[src/rtl/alu_arbiter.sv]
// alu_arbiter: one 16-bit ALU (ADD/SUB/AND/OR with zero and greater flags)
// shared by two requesters. Round-robin grant in IDLE, registered response
// held in RESP until the consumer accepts it, wrapping completion counter.
module alu_arbiter #(
  parameter bit PRIO_RESET = 1'b0,
  parameter int CNT_W      = 16
) (
  input  logic             clk,
  input  logic             rst,
  input  logic [1:0]       req_valid,
  output logic [1:0]       req_ready,
  input  logic [15:0]      req0_a,
  input  logic [15:0]      req0_b,
  input  logic [1:0]       req0_op,
  input  logic [15:0]      req1_a,
  input  logic [15:0]      req1_b,
  input  logic [1:0]       req1_op,
  output logic             rsp_valid,
  output logic             rsp_id,
  output logic [15:0]      rsp_result,
  output logic             rsp_zero,
  output logic             rsp_greater,
  input  logic             rsp_ready,
  output logic [CNT_W-1:0] op_count
);

  typedef enum logic [0:0] {
    ST_IDLE = 1'b0,
    ST_RESP = 1'b1
  } state_t;

  state_t           state_q;
  logic             last_q;      // index of the requester granted most recently
  logic             rsp_valid_q;
  logic             rsp_id_q;
  logic [15:0]      rsp_result_q;
  logic             rsp_zero_q;
  logic             rsp_greater_q;
  logic [CNT_W-1:0] op_count_q;

  logic [1:0]       grant_d;
  logic             sel_d;
  logic [15:0]      alu_a_d;
  logic [15:0]      alu_b_d;
  logic [1:0]       alu_op_d;
  logic [15:0]      alu_res_d;

  localparam logic [CNT_W-1:0] CNT_ONE = {{(CNT_W-1){1'b0}}, 1'b1};

  // Datapath: SUB is formed as A + ~B + 1 so all arithmetic wraps modulo 2^16.
  function automatic logic [15:0] alu_calc(input logic [15:0] a,
                                           input logic [15:0] b,
                                           input logic [1:0]  op);
    logic [15:0] r;
    case (op)
      2'b00:   r = a + b;
      2'b01:   r = a + ~b + 16'h0001;
      2'b10:   r = a & b;
      2'b11:   r = a | b;
      default: r = 16'h0000;
    endcase
    return r;
  endfunction

  // Round-robin grant: only in IDLE and never while reset is asserted; a
  // contested cycle goes to the requester that was not granted last.
  always_comb begin
    grant_d = 2'b00;
    if (rst || (state_q != ST_IDLE)) begin
      grant_d = 2'b00;
    end else begin
      case (req_valid)
        2'b01:   grant_d = 2'b01;
        2'b10:   grant_d = 2'b10;
        2'b11:   grant_d = last_q ? 2'b01 : 2'b10;
        default: grant_d = 2'b00;
      endcase
    end
  end

  // Operand mux: the granted requester's operands feed the shared ALU.
  always_comb begin
    sel_d = grant_d[1];
    if (sel_d) begin
      alu_a_d  = req1_a;
      alu_b_d  = req1_b;
      alu_op_d = req1_op;
    end else begin
      alu_a_d  = req0_a;
      alu_b_d  = req0_b;
      alu_op_d = req0_op;
    end
    alu_res_d = alu_calc(alu_a_d, alu_b_d, alu_op_d);
  end

  // Control FSM with registered response, priority pointer and counter.
  always_ff @(posedge clk) begin
    if (rst) begin
      state_q       <= ST_IDLE;
      last_q        <= ~PRIO_RESET;
      rsp_valid_q   <= 1'b0;
      rsp_id_q      <= 1'b0;
      rsp_result_q  <= 16'h0000;
      rsp_zero_q    <= 1'b0;
      rsp_greater_q <= 1'b0;
      op_count_q    <= {CNT_W{1'b0}};
    end else begin
      case (state_q)
        ST_IDLE: begin
          if (grant_d != 2'b00) begin
            state_q       <= ST_RESP;
            rsp_valid_q   <= 1'b1;
            rsp_id_q      <= sel_d;
            last_q        <= sel_d;
            rsp_result_q  <= alu_res_d;
            rsp_zero_q    <= (alu_res_d == 16'h0000);
            rsp_greater_q <= ~alu_res_d[15];
          end else begin
            state_q     <= ST_IDLE;
            rsp_valid_q <= 1'b0;
          end
        end
        ST_RESP: begin
          if (rsp_ready) begin
            state_q     <= ST_IDLE;
            rsp_valid_q <= 1'b0;
            op_count_q  <= op_count_q + CNT_ONE;
          end else begin
            state_q     <= ST_RESP;
            rsp_valid_q <= 1'b1;
          end
        end
        default: begin
          state_q     <= ST_IDLE;
          rsp_valid_q <= 1'b0;
        end
      endcase
    end
  end

  assign req_ready   = grant_d;
  assign rsp_valid   = rsp_valid_q;
  assign rsp_id      = rsp_id_q;
  assign rsp_result  = rsp_result_q;
  assign rsp_zero    = rsp_zero_q;
  assign rsp_greater = rsp_greater_q;
  assign op_count    = op_count_q;

endmodule

[config.mk]
export PLATFORM = sky130hd
export DESIGN_NAME = alu_arbiter
export DESIGN_NICKNAME = d
export VERILOG_FILES = /design/src/rtl/alu_arbiter.sv
export SDC_FILE = /design/constraint.sdc
export NUM_CORES = 1
export LEC_CHECK = 0
export ABC_CLOCK_PERIOD_IN_PS = 10100
export CORE_ASPECT_RATIO = 2
export CORE_MARGIN = 4
export CORE_UTILIZATION = 40
export CTS_CLUSTER_SIZE = 12
export DETAILED_ROUTE_END_ITERATION = 8
export PLACE_DENSITY = 0.67
export SYNTH_ARGS = -nofsm -noshare
export SYNTH_HDL_FRONTEND = slang
export SYNTH_SLANG_ARGS = --single-unit
[constraint.sdc]
create_clock -name clk -period 10.1 [get_ports clk]
set_input_delay 1.01 -clock clk [delete_from_list [all_inputs] [get_ports clk]]
set_output_delay 1.01 -clock clk [all_outputs]
set_load 0.01 [all_outputs]
---- Word level (Yosys, flattened, before mapping) ----
Cells that the tools add are included.
word-level totals
  flip-flop bits (word level) ............. 37
  bits of input ports ..................... 73
  output and inout port bits .............. 38
  word-level logic and storage cells ...... 38
cells by class
  reduce and logical (&&, ||, !) cells .... 6
  $add $sub $neg .......................... 4
  equality and inequality tests ........... 6
  multiplexer cells ....................... 10
  bitwise operators ....................... 5
operators with widths
  cell                                            number
  one-hot mux 16 bit (4 select lines)             1
  adder 16 x 1 -> 16 bit (second input constant)  2
  adder 16 bit                                    2
  2-to-1 mux 16 bit                               2
  AND 16 bit                                      1
  logical NOT 16 bit                              1
  NOT 16 bit                                      1
  OR 16 bit                                       1
  == test 2 bit (second input constant)           4
  2-to-1 mux 2 bit                                3
  one-hot mux 2 bit (3 select lines)              1
  == test 2 x 1 -> 1 bit (second input constant)  2
  AND reduction 2 bit                             2
  logical NOT 2 bit                               1
  2-to-1 mux 1 bit                                2
  NOT 1 bit                                       2
  one-hot mux 1 bit (2 select lines)              1
  nonzero test 2 bit                              1
  logical OR 1 bit                                1

---- Logic depth before layout (Yosys ltp) ----
Gate-level depths: netlist of the first run.
  word-level depth ........................ 9
  mapped depth ............................ 18
  depth with buffers taken out ............ 17

---- Worst setup path after synthesis of the first run ----
Ideal clock, no wire load.
  path type ............................... input port to flip-flop
  from .................................... in req_valid[0]
  to ...................................... reg rsp_zero_q, in the netlist rsp_zero
  setup slack ............................. 5.495 ns
  setup time .............................. 0.060 ns
  arrival ................................. 4.545 ns
  required time ........................... 10.040 ns
  buffers on the path ..................... 1
  cell stages on the path ................. 16
  cells stage by stage .................... a211oi_4 nand2_1 inv_2 clkbuf_1 nand2_1 nand2_1 ha_1 o21ba_2 a211o_1 a211oi_1 a2111oi_0 or4_1 a31oi_1 and4_1 o2111ai_1 nand2_1
between the ends
  longest elaborated chain between the ends .. 9
  elaborated cells on any way between the ends .. 22
  those cells by class .................... 3 x add/sub; 6 x eq/ne; 6 x mux; 3 x bitwise; 4 x reduce/logical
ends and longest elaborated chain
  what                                                            line  text
  start: declaration                                              10    input logic [1:0] req_valid,
  == test 2 bit / == test 2 x 1 -> 1 bit (equally long branches)  72    case (req_valid)
  one-hot mux 2 bit (3 select lines) (*)                          72
  2-to-1 mux 2 bit (*)                                            69    if (rst || (state_q != ST_IDLE)) begin
  via req_ready[1]                                                11    output logic [1:0] req_ready,
  2-to-1 mux 16 bit                                               84    if (sel_d) begin
  NOT 16 bit                                                      57    2'b01: r = a + ~b + 16'h0001;
  adder 16 bit                                                    57
  adder 16 x 1 -> 16 bit                                          57
  one-hot mux 16 bit (4 select lines)                             55    case (op)
  logical NOT 16 bit                                              116   rsp_zero_q <= (alu_res_d == 16'h0000);
  end signal: assignment                                          116
  end: declaration                                                37    logic rsp_zero_q;
Mark *: on every way through the listed nets, which the timed path passes. The rest lies on a longest branch.
A chain may end at the register's enable or synchronous reset.

---- Final worst setup path of the first run ----
  from .................................... in rst
  to ...................................... reg rsp_zero_q, in the netlist rsp_zero
between the ends
  longest elaborated chain between the ends .. 8
  elaborated cells on any way between the ends .. 19
  those cells by class .................... 3 x add/sub; 3 x eq/ne; 5 x mux; 3 x bitwise; 5 x reduce/logical
ends and longest elaborated chain
  what                                 line  text
  start: declaration                   9     input logic rst,
  logical OR 1 bit                     69
  2-to-1 mux 2 bit                     69
  2-to-1 mux 16 bit                    84
  NOT 16 bit                           57
  adder 16 bit                         57
  adder 16 x 1 -> 16 bit               57
  one-hot mux 16 bit (4 select lines)  55
  logical NOT 16 bit                   116
Several ways; a longest one is shown, not always the timed one.

==> flow_summary.yaml, run 1 <==
worst_setup_path:
  worstSetupPathType: "input pin to flop"
  path_cells: "clkdlybuf4s50_1, buf_4, a211oi_4, nand2_1, inv_2, nand2_1, nand2_1, ha_1, o21ba_2, a211o_1, a211oi_1, a2111oi_0, or4_1, a31oi_1, and4_1, o2111ai_1, nand2_1"
  regToRegStartpoint: "rsp_valid$_SDFF_PP0_"
  crit_path_start_kind: "input pin"
  worst_r2r_endpoint: "rsp_zero$_SDFFE_PP0P_"
  worst-path-buf-inv: 3
  end_kind: "flop"
  max_stage_delay_ns: 0.49
  critPathArrivalTime_ns: 5.62
  crit_required_ns: 10.33
  crit_top_cell: "nand2_1"
  cp_top_family: "compound AO/OA/AOI/OAI gates"
  cp_slowest_cell: "or4_1"
  cp_max_fo: 40
  rrSetupSlack_ns: 5.68
  reg2reg_depth: 15
clocking:
  cts_made_buffers: 5
  cts_root_buf: "clkbuf_16"
  clk_path_buf_depth: 2
  cts_tree: "done"
  clk-insertion-delay-late_ns: 0.28
  cts_setup_buffers: 0
  postCtsResizedCells: 0
  h-tree-depth: 2
  cts_hold_buffers: 0
  cts.clk_slew.worst_paths_ns: 0.05
  cts_sinks: 37
finish:
  final_core_util: 0.5386
  layout-drive-gt1-share: 0.03184
  area.growth.synth_to_final_pct: 30.67
  num-nets-final: 813
  fillers: 1059
  antenna_cells: 0
synthesis:
  synthMuxAreaShare: 0.01932
  yosys_warnings: 0
  yosysMostFrequentCell: "nand2_1"
  syn_inst: 602
  synthXorXnorAreaFrac: 0.03744
  synth_area_sq_um: 4210
  avgSynthCellArea_sq_um: 6.994
  yosysSeqAreaShare: 0.1759
  synth_fp_nets: 725
  yosysUniqueCellTypes: 72
  synthArstFlopShare: 0
  synth_area_leaders: "dfxtp_1 18%, ha_1 14%, nand2_1 10%"
  synth_top_family_by_area: "simple AND/OR/NAND/NOR gates"
  yosys.area_share.simple: 0.2886
  synth_edf_count: 0
  synth_compound_area_frac: 0.2470
  ys.flop_type: "dfxtp_1"
  synthTopCellsByCount: "115 x nand2_1, 67 x nor2_1, 49 x inv_1"
  synth_seq_cells: 37
  yosysTopAreaCell: "dfxtp_1"
  synth_top_area_frac: 0.1759
  synth_fa_ha_area_frac: 0.1522
grt:
  grt_overflow: 0
  grt_usage: 0.2249
  antenna_found_initial: 0
  grt_max_degree: 41
  grt_pass1_vias: 4651
  grt_pass1_wl_um: 22150
timing:
  rsz0062_at_grt: "no"
  tightest_slew_ns: 0.9333
  hold_viol_final: 0
  slew_viol_final: 0
  fin_tns_setup_ns: 0
  relSlewSlack: 0.3755
  fmax_mhz: 185.6
  skew_ns: 0.005226
  finalCritPeriodShare: 0.5334
  setup_violations: 0
  period_minus_slack_ns: 5.387
power:
  power.share.clock: 0.246
  p_leak_nw: 2.386
  power_frac_seq: 0.266
  combinationalPowerShare: 0.488
  swShare: 0.3826
  p_per_area_nw_per_um2: 110.3
  ir_worst_vdd_uv: 123.1
  switching_power_uw: 232.1
  internal_power_uw: 374.6
run:
  cap_violations: 0
die:
  fp-row-count: 52
  initial_core_util: 0.4122
  die_area_sq_um: 12330
  die_w_um: 80.55
  pin_count: 111
  core_area_sq_um: 10210
  die_h_um: 153.1
detailed_routing:
  route.detailed.drc: 0
  via_count: 4662
  drtIter0Drc: 208
  totalWireLength_um: 13870
  wl_per_cell_um: 16.79
  viasPerCell: 5.644
  ant_nets: 0
  first_pass_iters: 5
placement:
  io_buffers: 110
  gp_congestion: 0.8975
  dpl.hpwl_um: 10940
hold_path:
  hold_end: "rsp_result[10]$_SDFFE_PP0P_"
  hold_path_depth: 2
  min_path_type: "flop to flop"
  hp-start: "rsp_result[10]$_SDFFE_PP0P_"
status:
  status: "completed"
-- worst register-to-register path, stage by stage (launching register included) --
cell	delay, ns
dfxtp_1	0.39
a211oi_4	0.44
nand2_1	0.15
inv_2	0.46
nand2_1	0.11
nand2_1	0.17
ha_1	0.27
o21ba_2	0.22
a211o_1	0.36
a211oi_1	0.44
a2111oi_0	0.22
or4_1	0.49
a31oi_1	0.20
and4_1	0.24
o2111ai_1	0.12
nand2_1	0.09
-- per-layer routing --
| metal | routed length [um] | global-route usage |
|---|---|---|
| met1 | 4950 | 0.2244 |
| met2 | 7930 | 0.4482 |
| met3 | 565 | 0.01531 |
| met4 | 425 | 0.09992 |
| met5 | 0 | 0 |
-- layout make-up --
class	count	area, sq um	share of cell area
inverter	50	187.7	0.03411
sequential	37	740.7	0.1346
tap	135	168.9	0.03070
clock buffer	6	128.9	0.02343
clock inverter	2	10.01	0.001819
multi-input combinational	482	3134	0.5697
timing repair buffer	114	1131	0.2056
-- cell usage in the layout, fill, tap and decap left out, types with 6 or more instances in the layout --
| cell type | count |
|---|---|
| o21ai_0 | 20 |
| nor2_1 | 67 |
| inv_1 | 49 |
| xor2_1 | 13 |
| o211ai_1 | 11 |
| clkdlybuf4s50_1 | 110 |
| o31ai_1 | 7 |
| nand3_1 | 15 |
| a21oi_1 | 18 |
| dfxtp_1 | 37 |
| nand2_1 | 115 |
| mux2i_1 | 7 |
| nor3_1 | 10 |
| and3_1 | 6 |
| a211oi_1 | 20 |
| ha_1 | 48 |
| nor2b_1 | 8 |
-- power groups by stage --
stage               Combinational (mW)  Sequential (mW)  Clock [mW]
floorplan                        0.187            0.168           0
global route                     0.327            0.163       0.156
CTS                              0.294            0.162       0.152
finish                           0.296            0.161       0.149
detailed placement               0.293            0.165           0
global placement                 0.290            0.164           0
-- cells by family (layout without fill, tap and decap cells) --
family	after synthesis	after routing
buf+inv	83	172
compound gates	141	141
fa+ha+maj	50	50
flops	37	37
xor+xnor	18	18
simple gates	265	265
mux	8	8
-- worst max path at each step --
stage                  from                     to  slack (ns)  cells after the start
6_report                rst  rsp_zero$_SDFFE_PP0P_        4.71                     17
5_1_grt                 rst  rsp_zero$_SDFFE_PP0P_        4.25                     17
4_1_cts                 rst  rsp_zero$_SDFFE_PP0P_        4.70                     17
3_5_place_dp            rst  rsp_zero$_SDFFE_PP0P_        4.42                     17
3_3_place_gp            rst  rsp_zero$_SDFFE_PP0P_        4.50                     17
2_1_floorplan  req_valid[0]  rsp_zero$_SDFFE_PP0P_        5.50                     16
-- per-stage QoR --
stage	hold WS, ns	cell area [sq um]	setup slack, ns	power (mW)	std cells
2_1_floorplan	0.4761	4210	5.495	0.3548	602
3_3_place_gp	0.4480	5363	4.502	0.4542	818
3_5_place_dp	0.4519	5363	4.416	0.4573	818
4_1_cts	0.4588	5502	4.697	0.6079	826
5_1_grt	0.4704	5502	4.252	0.6455	826
6_report	0.4599	5502	4.713	0.6068	826
-- sequential cells by signal (all words and copies together), names as in the netlist --
signal and count:
last_q 1, op_count 16, rsp_greater 1, rsp_id 1
rsp_result 16, rsp_valid 1, rsp_zero 1
(Power assumes the default switching activity.)
==> inputs of run 2 (changes only) <==
--- a/config.mk
+++ b/config.mk
@@ -5,13 +5,13 @@
 export SDC_FILE = /design/constraint.sdc
 export NUM_CORES = 1
 export LEC_CHECK = 0
-export ABC_CLOCK_PERIOD_IN_PS = 10100
+export ABC_CLOCK_PERIOD_IN_PS = 4900
 export CORE_ASPECT_RATIO = 2
 export CORE_MARGIN = 4
 export CORE_UTILIZATION = 40
 export CTS_CLUSTER_SIZE = 12
 export DETAILED_ROUTE_END_ITERATION = 8
-export PLACE_DENSITY = 0.67
+export PLACE_DENSITY = 0.69
 export SYNTH_ARGS = -nofsm -noshare
 export SYNTH_HDL_FRONTEND = slang
 export SYNTH_SLANG_ARGS = --single-unit
==> constraint.sdc (replaced) <==
create_clock -name clk -period 4.9 [get_ports clk]
set_input_delay 0.49 -clock clk [delete_from_list [all_inputs] [get_ports clk]]
set_output_delay 0.49 -clock clk [all_outputs]
set_load 0.01 [all_outputs]
==> flow_summary.yaml, run 2 (synthesis gave the netlist of run 1 again) <==
worst_setup_path:
  critPathArrivalTime_ns: 4.72
  cp_max_fo: 34
  worstSetupPathType: "input pin to flop"
  worst-path-buf-inv: 4
  end_kind: "flop"
  path_cells: "clkdlybuf4s50_1, nand2_1, buf_4, mux2i_1, inv_1, ha_1, inv_1, fa_1, and3b_1, o21ai_0, a21boi_0, o31ai_1, a2111oi_0, nor3_1, and4_1, o2111ai_1, nand2_1"
  crit_required_ns: 5.12
  max_stage_delay_ns: 0.60
  cp_slowest_cell: "clkdlybuf4s50_1"
  crit_path_start_kind: "input pin"
  cp_top_family: "compound AO/OA/AOI/OAI gates"
placement:
  gp_congestion: 0.9391
  post_dp_cell_area_sq_um: 5430
  dpl.hpwl_um: 11350
  io_buffers: 110
timing:
  rsz0062_at_grt: "no"
  period_minus_slack_ns: 4.496
  finalCritPeriodShare: 0.9175
  fmax_mhz: 222.4
  setup_violations: 0
  skew_ns: 0.004311
  hold_viol_final: 0
  slew_viol_final: 0
  fin_tns_setup_ns: 0
  relSlewSlack: 0.3124
  tightest_slew_ns: 1.028
clocking:
  cts.clk_slew.worst_paths_ns: 0.05
  cts_root_buf: "clkbuf_16"
  cts_hold_buffers: 0
  postCtsResizedCells: 0
  cts_made_buffers: 5
  clk-insertion-delay-late_ns: 0.28
  cts_tree: "done"
  clk_path_buf_depth: 2
  h-tree-depth: 2
  cts_sinks: 37
  cts_setup_buffers: 0
finish:
  area.growth.synth_to_final_pct: 33.16
  antenna_cells: 0
  num-nets-final: 822
  final_common_cell: "nand2_1"
  layout_common_cells: "115 x nand2_1, 110 x clkdlybuf4s50_1, 67 x nor2_1"
  ff_latch_area_sq_um: 740.7
  multi_input_area_sq_um: 3134
  stdcell_area_sq_um: 5607
  layout-drive-gt1-share: 0.04571
  fillers: 1017
grt:
  antenna_found_initial: 0
  grt_max_degree: 40
  grt_overflow: 0
  grt_pass1_wl_um: 22760
  grt_usage: 0.2284
  grt_pass1_vias: 4727
die:
  die_w_um: 80.55
  die_h_um: 153.1
  pin_count: 111
  fp-row-count: 52
  core_area_sq_um: 10210
  initial_core_util: 0.4122
  die_area_sq_um: 12330
detailed_routing:
  totalWireLength_um: 13970
  drtIter0Drc: 216
  route.detailed.drc: 0
  viasPerCell: 5.583
  via_count: 4662
  first_pass_iters: 4
  ant_nets: 0
  wl_per_cell_um: 16.72
power:
  ir_worst_vdd_uv: 186.7
  p_total_mw: 1.326
  p_leak_nw: 2.443
  p_per_area_nw_per_um2: 236.5
run:
  cap_violations: 0
hold_path:
  min_path_type: "flop to flop"
status:
  status: "completed"
[run 2: cell count changes in the layout (fill, tap and decap cells not counted)]
| cell | change |
|---|---|
| clkinvlp_4 | +1 |
| buf_4 | +9 |
| bufinv_16 | +1 |
| clkbuf_8 | +1 |
| clkbuf_1 | -1 |
| clkinv_2 | -2 |
[run 2: metal layers]
metal | track usage | vias to the layer above | wire, um
met5 | 0 | - | 0
met4 | 0.1007 | 0 | 464
met3 | 0.01119 | 33 | 562
met2 | 0.4470 | 147 | 7901
met1 | 0.2381 | 2188 | 5037
li1 | - | 2294 | -
[run 2: area by class of cell]
cell class,instances,share of cell area
tap,135,0.03013
timing repair buffer,123,0.2138
clock inverter,2,0.006695
sequential,37,0.1321
inverter,50,0.03347
multi-input combinational,482,0.5590
clock buffer,6,0.02477
[run 2: metrics by stage]
stage | hold WS (ns) | utilization | cells | worst slack [ns]
floorplan | 0.4761 | - | 602 | 0.8153
global placement | 0.4468 | 0.5316 | 827 | 0.3204
detailed placement | 0.4590 | 0.5316 | 827 | 0.2461
CTS | 0.4660 | 0.5489 | 835 | 0.5048
global route | 0.4717 | 0.5489 | 835 | 0.1742
finish | 0.4647 | 0.5489 | 835 | 0.4043
[run 2: worst min-delay path: stages (launching register included)]
cell and delay [ns]:
dfxtp_1 0.31, nand2_1 0.05, a21oi_1 0.05
[run 2: final timing paths]
| path | startpoint | to | slack, ns | depth (start not counted) |
|---|---|---|---|---|
| max | req_valid[1] | rsp_zero$_SDFFE_PP0P_ | 0.40 | 17 |
| min | rsp_greater$_SDFFE_PP0P_ | rsp_greater$_SDFFE_PP0P_ | 0.46 | 2 |
| max reg2reg | rsp_valid$_SDFF_PP0_ | rsp_zero$_SDFFE_PP0P_ | 0.76 | 17 |
| min reg2reg | rsp_greater$_SDFFE_PP0P_ | rsp_greater$_SDFFE_PP0P_ | 0.46 | 2 |
[run 2: power breakdown]
| part | switching (mW) | internal, mW | total [mW] | leakage, nW |
|---|---|---|---|---|
| registers | 0.0128 | 0.320 | 0.333 | 0.302 |
| logic | 0.346 | 0.275 | 0.621 | 2.06 |
| clock network | 0.118 | 0.254 | 0.372 | 0.0831 |
==> inputs of run 3 (changes only) <==
--- a/config.mk
+++ b/config.mk
@@ -6,7 +6,7 @@
 export NUM_CORES = 1
 export LEC_CHECK = 0
 export ABC_CLOCK_PERIOD_IN_PS = 4900
-export CORE_ASPECT_RATIO = 2
+export CORE_ASPECT_RATIO = 0.8
 export CORE_MARGIN = 4
 export CORE_UTILIZATION = 40
 export CTS_CLUSTER_SIZE = 12
==> flow_summary.yaml, run 3 (synthesis gave the netlist of run 1 again) <==
status:
  status: "completed"
timing:
  skew_ns: 0.003914
  fmax_mhz: 222.5
  relSlewSlack: 0.3308
  fin_tns_setup_ns: 0
  tightest_slew_ns: 1.000
  worst_slack_ns: 0.4053
  slew_viol_final: 0
  finalCritPeriodShare: 0.9173
  rsz0062_at_grt: "no"
  period_minus_slack_ns: 4.495
  setup_violations: 0
  hold_viol_final: 0
detailed_routing:
  viasPerCell: 5.433
  drtIter0Drc: 217
  via_count: 4564
  wl_per_cell_um: 16.26
  route.detailed.drc: 0
  totalWireLength_um: 13660
  ant_nets: 0
  first_pass_iters: 4
worst_setup_path:
  startpoint: "req_valid[0]"
  cp_max_fo: 34
  end_kind: "flop"
  worstSetupPathType: "input pin to flop"
  path_cells: "clkdlybuf4s50_1, a211oi_4, nand2_1, buf_12, mux2i_1, inv_1, ha_1, inv_1, fa_1, and3b_1, o21ai_0, a21boi_0, o31ai_1, a2111oi_0, nor3_1, and4_1, o2111ai_1, nand2_1"
  rrSetupSlack_ns: 0.75
  critPathArrivalTime_ns: 4.72
  worst_r2r_endpoint: "rsp_zero$_SDFFE_PP0P_"
  regToRegStartpoint: "rsp_valid$_SDFF_PP0_"
  cp_slowest_cell: "nor3_1"
  reg2reg_depth: 17
  crit_path_start_kind: "input pin"
  max_stage_delay_ns: 0.49
  cp-endpoint: "rsp_zero$_SDFFE_PP0P_"
  crit_required_ns: 5.12
clocking:
  clk_path_buf_depth: 2
  cts_made_buffers: 5
  cts_root_buf: "clkbuf_16"
  cts_hold_buffers: 0
  h-tree-depth: 2
  cts_sinks: 37
  cts_tree: "done"
  postCtsResizedCells: 0
  cts_setup_buffers: 0
  cts.clk_slew.worst_paths_ns: 0.05
  clk-insertion-delay-late_ns: 0.28
power:
  p_per_area_nw_per_um2: 225.1
  p_leak_nw: 2.431
  ir_worst_vdd_uv: 153.7
  p_total_mw: 1.257
finish:
  area.growth.synth_to_final_pct: 32.66
  antenna_cells: 0
  stdcell_area_sq_um: 5585
  fillers: 1019
  ff_latch_area_sq_um: 740.7
  layout-drive-gt1-share: 0.04143
  fin_cells: 840
  multi_input_area_sq_um: 3134
  num-nets-final: 822
  final_common_cell: "nand2_1"
  layout_common_cells: "115 x nand2_1, 110 x clkdlybuf4s50_1, 67 x nor2_1"
run:
  cap_violations: 0
die:
  pin_count: 111
  core_area_sq_um: 10280
  initial_core_util: 0.4095
  die_area_sq_um: 12240
  fp-row-count: 33
  die_h_um: 99.77
  die_w_um: 122.7
grt:
  grt_max_degree: 40
  grt_pass1_vias: 4391
  grt_pass1_wl_um: 21840
  grt_overflow: 0
  antenna_found_initial: 0
  grt_usage: 0.2178
placement:
  dp.cells: 832
  place_ws_ns: 0.1957
  post_dp_cell_area_sq_um: 5449
  io_buffers: 110
  dpl.hpwl_um: 10800
  gp_congestion: 0.8825
hold_path:
  min_path_type: "flop to flop"
[run 3: cell count changes in the layout (fill, tap and decap cells not counted), sizes merged]
cell / before / now
bufinv: 1 / 0
clkinvlp: 1 / 0
clkbuf: 6 / 8
[run 3: layout make-up]
type                       instances  area share
tap                              140     0.03136
clock buffer                       8     0.02442
sequential                        37      0.1326
inverter                          50     0.03360
multi-input combinational        482      0.5612
timing repair buffer             123      0.2168
[run 3: worst min-delay path by stage]
stage                                  endpoint  cells after the start                   startpoint  slack (ns)
floorplan           rsp_result[10]$_SDFFE_PP0P_                      2  rsp_result[10]$_SDFFE_PP0P_        0.48
global placement    rsp_result[10]$_SDFFE_PP0P_                      2  rsp_result[10]$_SDFFE_PP0P_        0.44
detailed placement     rsp_greater$_SDFFE_PP0P_                      2     rsp_greater$_SDFFE_PP0P_        0.45
CTS                    rsp_greater$_SDFFE_PP0P_                      2     rsp_greater$_SDFFE_PP0P_        0.46
global route        rsp_result[10]$_SDFFE_PP0P_                      2  rsp_result[10]$_SDFFE_PP0P_        0.48
finish                 rsp_greater$_SDFFE_PP0P_                      2     rsp_greater$_SDFFE_PP0P_        0.46
[run 3: stage by stage]
stage | util | hold WS, ns
after floorplan | - | 0.4761
after global placement | 0.5300 | 0.4433
after detailed placement | 0.5300 | 0.4460
after CTS | 0.5433 | 0.4567
after global routing | 0.5433 | 0.4817
final | 0.5433 | 0.4571
[run 3: critical path: cells and delay by family]
kind                       cells  cell delay (ns)
muxes                          1             0.29
AOI/OAI and AO/OA              6             1.40
adders and majority gates      2             0.45
buffers and inverters          4             0.86
and+or+nand+nor                5             1.21
[run 3: routing by layer]
layer  up-vias  wire [um]  track usage
met5         -          0            0
met1      2125       6710       0.3013
met3        14        628      0.03297
li1       2304          -            -
met4         0        176      0.03614
met2       121       6145       0.3633
[run 3: power breakdown]
group | leakage [nW] | total, mW | internal (mW) | switching, mW
combinational | 2.06 | 0.624 | 0.276 | 0.348
sequential | 0.302 | 0.332 | 0.320 | 0.0118
clock | 0.0652 | 0.301 | 0.189 | 0.113
total | 2.43 | 1.26 | 0.785 | 0.472
